`src/rtl/wb_result_pipe.sv`:
```
// ---------------------------------------------------------------------------
// wb_result_pipe
//
// Carries each instruction's write-back tag (destination register, write
// enable, result source select) and its result data from ID through the
// EXE, MEM and WB stages, then drives the register-file write port. Every
// exe_*, mem_* and wb_* signal used by the operand-bypass (forwarding)
// logic originates here.
//
// Optional feature macro: WB_RETIRE_CNT_EN
//   When defined, adds output retire_cnt[31:0], a free-running count of
//   register writes retired from WB (wraps at 2^32).
//
// Parameters
//   DATA_W  result width
//   ADDR_W  register address width
//
// Ports
//   clk, rst            clock (rising edge), synchronous active-high reset
//   hold                freeze every stage (memory wait)
//   id_bubble           inject a NOP into EXE instead of the ID instruction
//   id_write_addr       destination register decoded in ID
//   id_reg_write        ID instruction writes a register
//   id_movsrc           ID result comes from the move/immediate path
//   id_DM_read          ID instruction is a load
//   id_mov_data         move/immediate value formed in ID
//   exe_alu_result      combinational ALU output for the EXE instruction
//   mem_rdata           data-memory read data for the MEM instruction
//   exe_*               EXE-stage tag, mov data and ALU pass-through
//   mem_*               MEM-stage tag, ALU/mov data and read-data pass-through
//   wb_*                WB-stage tag and selected result
//   rf_we/waddr/wdata   register-file write port (combinational from WB)
//   retire_cnt          (WB_RETIRE_CNT_EN only) retired-write counter
//
// Tag outputs of a stage are meaningful only while that stage's reg_write
// is 1; consumers must qualify them with it.
// ---------------------------------------------------------------------------
module wb_result_pipe #(
  parameter int DATA_W = 32,
  parameter int ADDR_W = 5
) (
  input  logic              clk,
  input  logic              rst,
  input  logic              hold,
  input  logic              id_bubble,
  input  logic [ADDR_W-1:0] id_write_addr,
  input  logic              id_reg_write,
  input  logic              id_movsrc,
  input  logic              id_DM_read,
  input  logic [DATA_W-1:0] id_mov_data,
  input  logic [DATA_W-1:0] exe_alu_result,
  input  logic [DATA_W-1:0] mem_rdata,

  output logic [ADDR_W-1:0] exe_write_addr,
  output logic              exe_reg_write,
  output logic              exe_movsrc,
  output logic [DATA_W-1:0] exe_mov_data,
  output logic [DATA_W-1:0] exe_alu_data,

  output logic [ADDR_W-1:0] mem_write_addr,
  output logic              mem_reg_write,
  output logic              mem_DM_read,
  output logic              mem_movsrc,
  output logic [DATA_W-1:0] mem_alu_data,
  output logic [DATA_W-1:0] mem_mov_data,
  output logic [DATA_W-1:0] mem_data,

  output logic [ADDR_W-1:0] wb_write_addr,
  output logic              wb_reg_write,
  output logic [DATA_W-1:0] wb_data,

  output logic              rf_we,
  output logic [ADDR_W-1:0] rf_waddr,
  output logic [DATA_W-1:0] rf_wdata
`ifdef WB_RETIRE_CNT_EN
  ,
  output logic [31:0]       retire_cnt
`endif
);

  // Write-back source select: a load takes memory data, a move takes the
  // move/immediate value, anything else takes the ALU result.
  function automatic logic [DATA_W-1:0] sel_wb_data(
    input logic              dm_read,
    input logic              movsrc,
    input logic [DATA_W-1:0] rdata,
    input logic [DATA_W-1:0] mov_data,
    input logic [DATA_W-1:0] alu_data
  );
    if (dm_read)     return rdata;
    else if (movsrc) return mov_data;
    else             return alu_data;
  endfunction

  // EXE stage state
  logic [ADDR_W-1:0] exe_addr_q,  exe_addr_d;
  logic              exe_rw_q,    exe_rw_d;
  logic              exe_mov_q,   exe_mov_d;
  logic              exe_dm_q,    exe_dm_d;
  logic [DATA_W-1:0] exe_movd_q,  exe_movd_d;

  // MEM stage state
  logic [ADDR_W-1:0] mem_addr_q,  mem_addr_d;
  logic              mem_rw_q,    mem_rw_d;
  logic              mem_mov_q,   mem_mov_d;
  logic              mem_dm_q,    mem_dm_d;
  logic [DATA_W-1:0] mem_alu_q,   mem_alu_d;
  logic [DATA_W-1:0] mem_movd_q,  mem_movd_d;

  // WB stage state
  logic [ADDR_W-1:0] wb_addr_q,   wb_addr_d;
  logic              wb_rw_q,     wb_rw_d;
  logic [DATA_W-1:0] wb_data_q,   wb_data_d;

  // -------------------------------------------------------------------------
  // ID -> EXE
  // -------------------------------------------------------------------------
  always_comb begin
    exe_addr_d = exe_addr_q;
    exe_rw_d   = exe_rw_q;
    exe_mov_d  = exe_mov_q;
    exe_dm_d   = exe_dm_q;
    exe_movd_d = exe_movd_q;
    if (!hold) begin
      if (id_bubble) begin
        // A bubble is a clean NOP: every field zero, not just the enables.
        exe_addr_d = '0;
        exe_rw_d   = 1'b0;
        exe_mov_d  = 1'b0;
        exe_dm_d   = 1'b0;
        exe_movd_d = '0;
      end else begin
        exe_addr_d = id_write_addr;
        exe_rw_d   = id_reg_write;
        exe_mov_d  = id_movsrc;
        exe_dm_d   = id_DM_read;
        exe_movd_d = id_mov_data;
      end
    end
  end

  // -------------------------------------------------------------------------
  // EXE -> MEM
  // -------------------------------------------------------------------------
  always_comb begin
    mem_addr_d = mem_addr_q;
    mem_rw_d   = mem_rw_q;
    mem_mov_d  = mem_mov_q;
    mem_dm_d   = mem_dm_q;
    mem_alu_d  = mem_alu_q;
    mem_movd_d = mem_movd_q;
    if (!hold) begin
      mem_addr_d = exe_addr_q;
      mem_rw_d   = exe_rw_q;
      mem_mov_d  = exe_mov_q;
      mem_dm_d   = exe_dm_q;
      mem_alu_d  = exe_alu_result;
      mem_movd_d = exe_movd_q;
    end
  end

  // -------------------------------------------------------------------------
  // MEM -> WB
  // -------------------------------------------------------------------------
  always_comb begin
    wb_addr_d = wb_addr_q;
    wb_rw_d   = wb_rw_q;
    wb_data_d = wb_data_q;
    if (!hold) begin
      wb_addr_d = mem_addr_q;
      wb_rw_d   = mem_rw_q;
      wb_data_d = sel_wb_data(mem_dm_q, mem_mov_q, mem_rdata,
                              mem_movd_q, mem_alu_q);
    end
  end

  // Reset clears data as well as control so a flushed pipe reads all zero.
  always_ff @(posedge clk) begin
    if (rst) begin
      exe_addr_q <= '0;
      exe_rw_q   <= 1'b0;
      exe_mov_q  <= 1'b0;
      exe_dm_q   <= 1'b0;
      exe_movd_q <= '0;
      mem_addr_q <= '0;
      mem_rw_q   <= 1'b0;
      mem_mov_q  <= 1'b0;
      mem_dm_q   <= 1'b0;
      mem_alu_q  <= '0;
      mem_movd_q <= '0;
      wb_addr_q  <= '0;
      wb_rw_q    <= 1'b0;
      wb_data_q  <= '0;
    end else begin
      exe_addr_q <= exe_addr_d;
      exe_rw_q   <= exe_rw_d;
      exe_mov_q  <= exe_mov_d;
      exe_dm_q   <= exe_dm_d;
      exe_movd_q <= exe_movd_d;
      mem_addr_q <= mem_addr_d;
      mem_rw_q   <= mem_rw_d;
      mem_mov_q  <= mem_mov_d;
      mem_dm_q   <= mem_dm_d;
      mem_alu_q  <= mem_alu_d;
      mem_movd_q <= mem_movd_d;
      wb_addr_q  <= wb_addr_d;
      wb_rw_q    <= wb_rw_d;
      wb_data_q  <= wb_data_d;
    end
  end

`ifdef WB_RETIRE_CNT_EN
  logic [31:0] retire_cnt_q, retire_cnt_d;

  // Counts a retirement on every advancing edge that carries a write out of
  // WB; a held write is counted only once, when it finally leaves.
  always_comb begin
    retire_cnt_d = retire_cnt_q;
    if (!hold && wb_rw_q) retire_cnt_d = retire_cnt_q + 32'd1;
  end

  always_ff @(posedge clk) begin
    if (rst) retire_cnt_q <= '0;
    else     retire_cnt_q <= retire_cnt_d;
  end

  assign retire_cnt = retire_cnt_q;
`endif

  // Outputs
  assign exe_write_addr = exe_addr_q;
  assign exe_reg_write  = exe_rw_q;
  assign exe_movsrc     = exe_mov_q;
  assign exe_mov_data   = exe_movd_q;
  assign exe_alu_data   = exe_alu_result;

  assign mem_write_addr = mem_addr_q;
  assign mem_reg_write  = mem_rw_q;
  assign mem_DM_read    = mem_dm_q;
  assign mem_movsrc     = mem_mov_q;
  assign mem_alu_data   = mem_alu_q;
  assign mem_mov_data   = mem_movd_q;
  assign mem_data       = mem_rdata;

  assign wb_write_addr  = wb_addr_q;
  assign wb_reg_write   = wb_rw_q;
  assign wb_data        = wb_data_q;

  // The write port stays enabled under hold; rewriting the same value is
  // harmless.
  assign rf_we    = wb_rw_q;
  assign rf_waddr = wb_addr_q;
  assign rf_wdata = wb_data_q;

endmodule

```
`config.mk`:
```
export PLATFORM = sky130hd
export DESIGN_NAME = wb_result_pipe
export DESIGN_NICKNAME = d
export VERILOG_FILES = /design/src/rtl/wb_result_pipe.sv
export SDC_FILE = /design/constraint.sdc
export NUM_CORES = 1
export LEC_CHECK = 0
export CAP_MARGIN = 20
export CELL_PAD_IN_SITES_DETAIL_PLACEMENT = 1
export CELL_PAD_IN_SITES_GLOBAL_PLACEMENT = 1
export CORE_MARGIN = 2
export CORE_UTILIZATION = 32
export CTS_CLUSTER_DIAMETER = 80
export DETAILED_ROUTE_END_ITERATION = 6
export PLACE_DENSITY = 0.85
export REMOVE_ABC_BUFFERS = 1
export SYNTH_ARGS = -nofsm -noshare
export SYNTH_HDL_FRONTEND = slang
export SYNTH_SLANG_ARGS = --single-unit
```
`constraint.sdc`:
```
create_clock -name clk -period 2.8 [get_ports clk]
set_clock_uncertainty 0.15 [all_clocks]
set_input_delay 0.84 -clock clk [delete_from_list [all_inputs] [get_ports clk]]
set_output_delay 0.84 -clock clk [all_outputs]
set_load 0.02 [all_outputs]
```
# Yosys cells after proc, flatten, opt, wreduce, memory -nomap -nowiden
# Cells that the tools add are included.
# Widths: inputs -> output; s select.
# totals
in_bits,108
output_inout_bits,251
regBits,150
word_cells,21
# classes
n_mux,7
# op_table
cell,count
$mux 32,3
$mux 5,1
$mux 1,3

# Depth between registers and ports, before layout
# depth
word_depth,2
mapped_depth,5
ltp_nobuf,2

# Worst setup path before layout
# Ideal clock, no wire load.
# synth_path
kind,input to output
start,in exe_alu_result[0]
end,out exe_alu_data[0]
path_stages,1
n_path_buf,1
slack_ps,836
arrival_time_ps,974
cell_sequence,buf_4
# synth_lines
element,line_no,source
from (decl),51,"input logic [DATA_W-1:0] exe_alu_result,"
to (decl),58,"output logic [DATA_W-1:0] exe_alu_data,"
# No word-level cell between the ends.

# Final worst setup path
# layout_path
start,in exe_alu_result[1]
end,out exe_alu_data[1]
# No word-level cell between the ends.

==> results.toml <==
[cts]
cts.clk_slew.worst_paths_ns = 0.06
cts_root_buf = "clkbuf_16"
numCtsBuffers = 17
cts_sinks = 150
cts_setup_buffers = 0
cts_resized = 64
htree_levels = 4
hold_buffers = 0
clk_latency_ns = 0.42
clockBufferDepth = 2
cts_tree = "done"

[setup_path]
crit_slowest_cell = "clkdlybuf4s50_1"
critPathLaunchType = "primary input"
cp_cell_sequence = "clkdlybuf4s50_1 > dlygate4sd2_1"
setup.worst_path.class = "in2out"
reg2reg_slack_ns = 0.98
cp-startpoint = "exe_alu_result[1]"
r2r_start = "mem_DM_read"
cp_top_family = "buffers and inverters"
cp.arrival_ns = 1.71
cpPeakStageDelay_ns = 0.52
timing.critical_path.buf_inv = 2
crit_fanout = 2
cp.required_ns = 1.81
endpoint_kind = "output port"

[place]
dpl.hpwl_um = 17500
place_ws_ns = -0.200
portBuffers = 358
place.gp.congestion = 0.750
dpl_cell_area_um2 = 10500

[timing]
setup_slack_ns = 0.0966
slew_violations = 0
worst_pin_slew_ns = 0.881
rsz0062_at_grt = "no"
post-route-min-period_ns = 2.70
holdWs_ns = 0.320
setup_viol = 0
setup_tns_ns = 0
hold_viol = 0
slew_headroom = 0.413
fmax_ghz = 0.370
period_share = 0.966

[min_path]
worstHoldPathType = "reg2reg"
hold_start = "exe_dm_q"

[route]
routedWlPerCell_um = 18.7
vias_per_cell = 4.78
first_pass_iters = 4
drtIter0Drc = 198
drc_errors = 0
num_vias = 6149
wl_um = 24000
ant_nets = 0

[floorplanning]
rows = 54
die_w_um = 154
core-area_um2 = 22000
die_area_um2 = 23700
num_io_pins = 359
initial_core_util = 0.328
die_h_um = 154

[cells_and_area]
antennaDiodeCount = 0
syn2layout_area_growth_pct = 53.0
drive_gt1_frac = 0.125
nets = 1101
fin_area_um2 = 11000
postLayoutCoreUtil = 0.501
fillCellCount = 2443

[power_and_ir_drop]
vdd_drop_max_v = 0.000336
p_leak_nw = 4.22
p_per_area_nw_per_um2 = 499

[grt]
antenna_found_initial = 0
grtUsageTotal = 0.199
grt_pass1_vias = 6453
grt_pass1_wl_um = 36900
grt_overflow = 0
grt_max_degree = 59

[yosys]
synth_seq_cells = 150
seq_area_frac_synth = 0.417
ys_warn_count = 0
synthCells = 716
netlist-cell-type-count = 14
synth_area_um2 = 7190
synth_area_per_cell_um2 = 10.0

[outcome]
outcome = "completed"

[flow_run]
cap_violations = 0
## flip-flops by register name, indices dropped and copies added, names as in the netlist
register	count
mem_movsrc	1
rf_waddr	5
mem_write_addr	5
exe_reg_write	1
mem_DM_read	1
exe_mov_data	32
mem_alu_data	32
rf_wdata	32
rf_we	1
exe_dm_q	1
exe_write_addr	5
exe_movsrc	1
mem_mov_data	32
mem_reg_write	1
## layout make-up
class	instances	area [um^2]	area share
Tap cell	280	350	0.0318
Timing Repair Buffer	419	4040	0.367
Sequential cell	150	3000	0.273
Clock buffer	20	447	0.0406
Clock inverter	12	116	0.0106
Multi-Input combinational cell	405	3050	0.277
## per-stage QoR
stage / power (mW) / cells
2_1_floorplan: 2.60 / 555
3_3_place_gp: 3.35 / 1254
3_5_place_dp: 3.37 / 1254
4_1_cts: 5.57 / 1286
5_1_grt: 5.73 / 1286
6_report: 5.50 / 1286
## layout by cell type (no fill, tap or decap), drive strengths merged
cell / n
buf: 63
nand2: 72
clkdlybuf4s50: 291
inv: 5
or3b: 40
mux2i: 110
clkinv: 1
dlygate4sd2: 64
a21oi: 40
nor2: 78
o221ai: 32
or3: 1
or4bb: 32
bufinv: 1
clkbuf: 21
clkinvlp: 5
dfxtp: 150
## cell usage after synthesis
| cell | instances | area [um^2] |
|---|---|---|
| buf_4 | 102 | 766 |
| buf_2 | 28 | 140 |
| or4bb_1 | 32 | 360 |
| dfxtp_1 | 150 | 3000 |
| or3_1 | 1 | 6.26 |
| clkbuf_1 | 15 | 56.3 |
| nand2_1 | 72 | 270 |
| a21oi_1 | 40 | 200 |
| o221ai_2 | 30 | 450 |
| mux2i_1 | 110 | 1100 |
| or3b_1 | 40 | 350 |
| nor2_1 | 78 | 293 |
| buf_6 | 16 | 180 |
| o221ai_1 | 2 | 17.5 |
## where the power goes
part           internal (mW)  switching, mW  leakage [nW]
logic                  0.502          0.490          2.74
clock network           1.26          0.960         0.260
registers               2.21         0.0692          1.22
total                   3.98           1.52          4.22
## final timing paths
path,to,depth (start not counted)
worst min-delay path,exe_dm_q,2
worst max-delay path,exe_alu_data[1],2
worst min register to register,exe_dm_q,2
worst max register to register,rf_wdata[22],4
## cell families after synthesis
group           count (synthesis)  synth area share
simple gates                  223             0.178
mux                           110             0.153
buf+inv                       161             0.159
compound gates                 72            0.0929
flops                         150             0.417
## metal layers
metal | track usage | routed length [um] | up-vias
met4 | 0.0538 | 380 | 0
met5 | 0 | 0 | -
met1 | 0.222 | 9510 | 2968
met3 | 0.0547 | 1510 | 26
met2 | 0.371 | 12600 | 219
li1 | - | - | 2936
(Power assumes the default switching activity.)
==> RTL edit 1 (same settings) <==
Set the parameter `DATA_W` to 64 (it was 32).
--- a/src/rtl/wb_result_pipe.sv
+++ b/src/rtl/wb_result_pipe.sv
@@ -36,7 +36,7 @@
 // is 1; consumers must qualify them with it.
 // ---------------------------------------------------------------------------
 module wb_result_pipe #(
-  parameter int DATA_W = 32,
+  parameter int DATA_W = 64,
   parameter int ADDR_W = 5
 ) (
   input  logic              clk,
Interface: changed (10 resized); port bits go from 359 to 679. No check against the original RTL was run, so the function may have changed too.
==> RTL edit 1 against the unedited design <==
Register-to-register slack improved by 0.11 ns. Worst setup slack got worse by 0.050 ns. Design area rose by 88%. Synthesized area rose by 85%. Sequential power rose by 86%. Sequential cell count rose by 128. Routed wire length rose by 130%. Total power rose by 98%. Synthesized cell count rose by 87%. Via count rose by 91%. Non-clock buffer count rose by 364. Global-route usage rose by 4.4 points. Fmax fell by 1.8%. Largest power group is now the clock network. Highest routed layer unchanged.
==> RTL edit 1: results (changes against the unedited design) <==
filler cell count - 4535 (was 2443)
DRT Pass-1 Iters - 5 (was 4)
dpl ws - -0.232 ns (was -0.200 ns)
Iter 0 DRT Violations - 541 (was 198)
global-route wire length before repair - 81.5 mm (was 36.9 mm)
Cells after Synth - 1340 (was 716)
Resize count post-CTS - 125 (was 64)
vias per cell - 4.87 (was 4.78)
placed inst area - 0.0197 mm2 (was 0.0105 mm2)
Longest Clk Path Bufs - 3 (was 2)
Reg area - 0.00557 mm2 (was 0.00300 mm2)
GR met3 Demand/Resource - 6.81% (was 5.47%)
multi-input logic area - 0.00570 mm2 (was 0.00305 mm2)
cts bufs inserted - 35 (was 17)
VDD IR max - 0.400 mV (was 0.336 mV)
gp weighted congestion - 0.867 (was 0.750)
pin count of the biggest net entering global routing - 106 (was 59)
core area - 0.0409 mm2 (was 0.0220 mm2)
Critical R2R Launch - mem_movsrc$_SDFFE_PP0N_ (was mem_DM_read$_SDFFE_PP0N_)
n_diodes - 1 (was 0)
Synth cell types - 17 (was 14)
WL met1 - 20.6 mm (was 9.51 mm)
hold slack - 0.314 ns (was 0.320 ns)
Clock group - 4.64 mW (was 2.22 mW)
initial antenna violation count - 2 (was 0)
Seq/Total Area, Yosys - 41.9% (was 41.7%)
detailed placement HPWL - 40.2 mm (was 17.5 mm)
Power, Total - 10.9 mW (was 5.50 mW)
crit path DAT - 1.76 ns (was 1.71 ns)
Layout clock area frac - 5.69% (was 5.12%)
Port Buf Inserts - 678 (was 358)
Leak Pwr - 7.95 nW (was 4.22 nW)
layout cells sized above 1 - 15.2% (was 12.5%)
outcome - complete, no violations (unchanged)
Yosys reg bits - 278 (was 150)
Repair and plain buffers - 783 (was 419)
-- RTL edit 1: cell types whose count changed after synthesis, sizes merged, moves of 64 or more --
cell / change
buf: +117
dfxtp: +128
mux2i: +96
nand2b: +65
nand3b: +64
nor2: +64
-- RTL edit 1: worst max path at each step --
stage	cells after the start	endpoint	slack [ns]
after floorplan	2	rf_wdata[0]$_SDFFE_PP0N_	-0.73
after detailed placement	2	exe_alu_data[15]	-0.23
after global routing	2	exe_alu_data[0]	0.007
after CTS	2	exe_alu_data[0]	0.04
after global placement	2	exe_alu_data[0]	-0.22
final	2	exe_alu_data[0]	0.05
-- RTL edit 1: tightest hold or removal path, cell delays in order (launching register included) --
cell and delay [ns]:
dfxtp_1 0.31, nand2_1 0.06, a21oi_1 0.05
-- RTL edit 1: kinds of logic after synthesis --
kind of cell | after synthesis
buffers and inverters | 304
AND/OR/NAND/NOR | 416
flip-flops | 278
multiplexers | 206
AO/OA/AOI/OAI | 136
==> RTL edit 2 (same settings) <==
Made on the original files. Add an input register stage for `id_write_addr`, with the module's reset; this delays it by one clock. The other inputs are not delayed to match.
--- a/src/rtl/wb_result_pipe.sv
+++ b/src/rtl/wb_result_pipe.sv
@@ -78,6 +78,16 @@
 `endif
 );
 
+  logic [ADDR_W-1:0] id_write_addr_q;
+
+  always_ff @(posedge clk) begin
+    if (rst) begin
+      id_write_addr_q <= '0;
+    end else begin
+      id_write_addr_q <= id_write_addr;
+    end
+  end
+
   // Write-back source select: a load takes memory data, a move takes the
   // move/immediate value, anything else takes the ALU result.
   function automatic logic [DATA_W-1:0] sel_wb_data(
@@ -130,7 +140,7 @@
         exe_dm_d   = 1'b0;
         exe_movd_d = '0;
       end else begin
-        exe_addr_d = id_write_addr;
+        exe_addr_d = id_write_addr_q;
         exe_rw_d   = id_reg_write;
         exe_mov_d  = id_movsrc;
         exe_dm_d   = id_DM_read;
Behaviour: not the same (a bounded check fails within 4 cycles, from zero or initial values and one cycle with rst high).
==> RTL edit 2 against the unedited design <==
Worst setup slack worse by 0.0082 ns. Design area is 1.9% higher. Count of clock-buffer cells in the layout is 1 lower. Synthesized area is 1.6% higher. Register-to-register slack worse by 0.20 ns. Fmax is 0.30% lower. Sequential cell count is 5 higher. Routed wire length is 2.0% higher. Die area is 1.6% higher. Total power is 4.5% higher. Combinational power hardly changed. Core utilization is 0.29 points lower. Critical path type unchanged. Critical endpoint is now exe_alu_data[26]. Largest power group is now the clock network.
==> RTL edit 2: results (changes against the unedited design) <==
outcome - complete, no violations (unchanged)
GR Util met2 - 35.9% (was 37.1%)
Slew @ Worst Pin - 0.677 ns (was 0.881 ns)
Tot GR Track Use - 19.6% (was 19.9%)
WL met1 - 9.72 mm (was 9.51 mm)
Cells after Synth - 726 (was 716)
metal3 WL - 1.81 mm (was 1.51 mm)
setup bufs post-CTS - 0 (unchanged)
Seq/Total Area, Yosys - 42.4% (was 41.7%)
filler cell count - 2492 (was 2443)
vias - 6316 (was 6149)
detailed placement HPWL - 17.5 mm (about the same)
Root Driver - clkbuf_16 (unchanged)
hold endpoint - exe_dm_q$_SDFFE_PP0N_ (unchanged)
hold slack - 0.317 ns (was 0.320 ns)
critical path fanouts, max - 2 (unchanged)
Placed Instances - 1271 (was 1254)
gp weighted congestion - 0.749 (was 0.750)
most frequent cells after synthesis - dfxtp_1 (155), mux2i_1 (110), buf_4 (102), nor2_1 (78), nand2_1 (72) (was dfxtp_1 (150), mux2i_1 (110), buf_4 (102), nor2_1 (78), nand2_1 (72))
CP endpoint - exe_alu_data[26] (was exe_alu_data[1])
R2R Setup Slk - 0.78 ns (was 0.98 ns)
most common cell in the synthesized netlist - dfxtp_1 (unchanged)
worst hold stages - 2 (unchanged)
max-slew violations - 0 (unchanged)
VDD IR max - 0.293 mV (was 0.336 mV)
largest delay contributor family on the critical path - buffers and inverters (unchanged)
top cells by area, synth - dfxtp_1 (42%), mux2i_1 (15%), buf_4 (10%), o221ai_2 (6.2%), or4bb_1 (4.9%) (was dfxtp_1 (42%), mux2i_1 (15%), buf_4 (11%), o221ai_2 (6.3%), or4bb_1 (5.0%))
cts bufs inserted - 17 (unchanged)
Routed WL per cell - 18.8 um (was 18.7 um)
GR met3 Demand/Resource - 5.82% (was 5.47%)
vias per cell - 4.85 (was 4.78)
Leak Pwr - 4.31 nW (was 4.22 nW)
n_diodes - 0 (unchanged)
nets@finish - 1113 (was 1101)
met2 WL - 12.6 mm (about the same)
dpl ws - -0.200 ns (about the same)
CP max stage delay - 0.53 ns
pin count of the biggest net entering global routing - 63 (was 59)
crit path DAT - 1.72 ns
top layer in use - met4 (unchanged)
layout cells sized above 1 - 12.6% (was 12.5%)
reg-to-reg endpoint - rf_wdata[13]$_SDFFE_PP0N_ (was rf_wdata[22]$_SDFFE_PP0N_)
placed inst area - 0.0107 mm2 (was 0.0105 mm2)
Setup crit start - exe_alu_result[26] (was exe_alu_result[1])
Longest Clk Path Bufs - 2 (unchanged)
global-route wire length before repair - 37.0 mm (was 36.9 mm)
final worst slack - 0.0884 ns (was 0.0966 ns)
H-tree depth - 4 (unchanged)
vias in the first global route - 6521 (was 6453)
Synth cell types - 15 (was 14)
Critical R2R Launch - mem_DM_read$_SDFFE_PP0N_ (unchanged)
Iter 0 DRT Violations - 224 (was 198)
grt met1 use - 21.9% (was 22.2%)
## RTL edit 2: kinds of logic after synthesis
logic type / after synthesis / share of synthesized area [%]
and+or+nand+nor: 228 / 17.9
DFF: 155 / 42.4
AOI/OAI and AO/OA: 72 / 9.14
buffers and inverters: 161 / 15.4
muxes: 110 / 15.1
## RTL edit 2: area by class of cell
| type | instances | area (um2) | area share [%] |
|---|---|---|---|
| Clock buffer | 19 | 443 | 3.95 |
| Clock inverter | 12 | 163 | 1.45 |
| Multi-Input combinational cell | 410 | 3080 | 27.5 |
| Sequential cell | 155 | 3100 | 27.7 |
| Tap cell | 285 | 357 | 3.18 |
| Timing Repair Buffer | 421 | 4060 | 36.2 |
## RTL edit 2: report_power, final
part	internal, mW	switching [mW]	total (mW)
Clock	1.43	0.960	2.39
Sequential	2.29	0.0700	2.36
Combinational	0.503	0.491	0.993
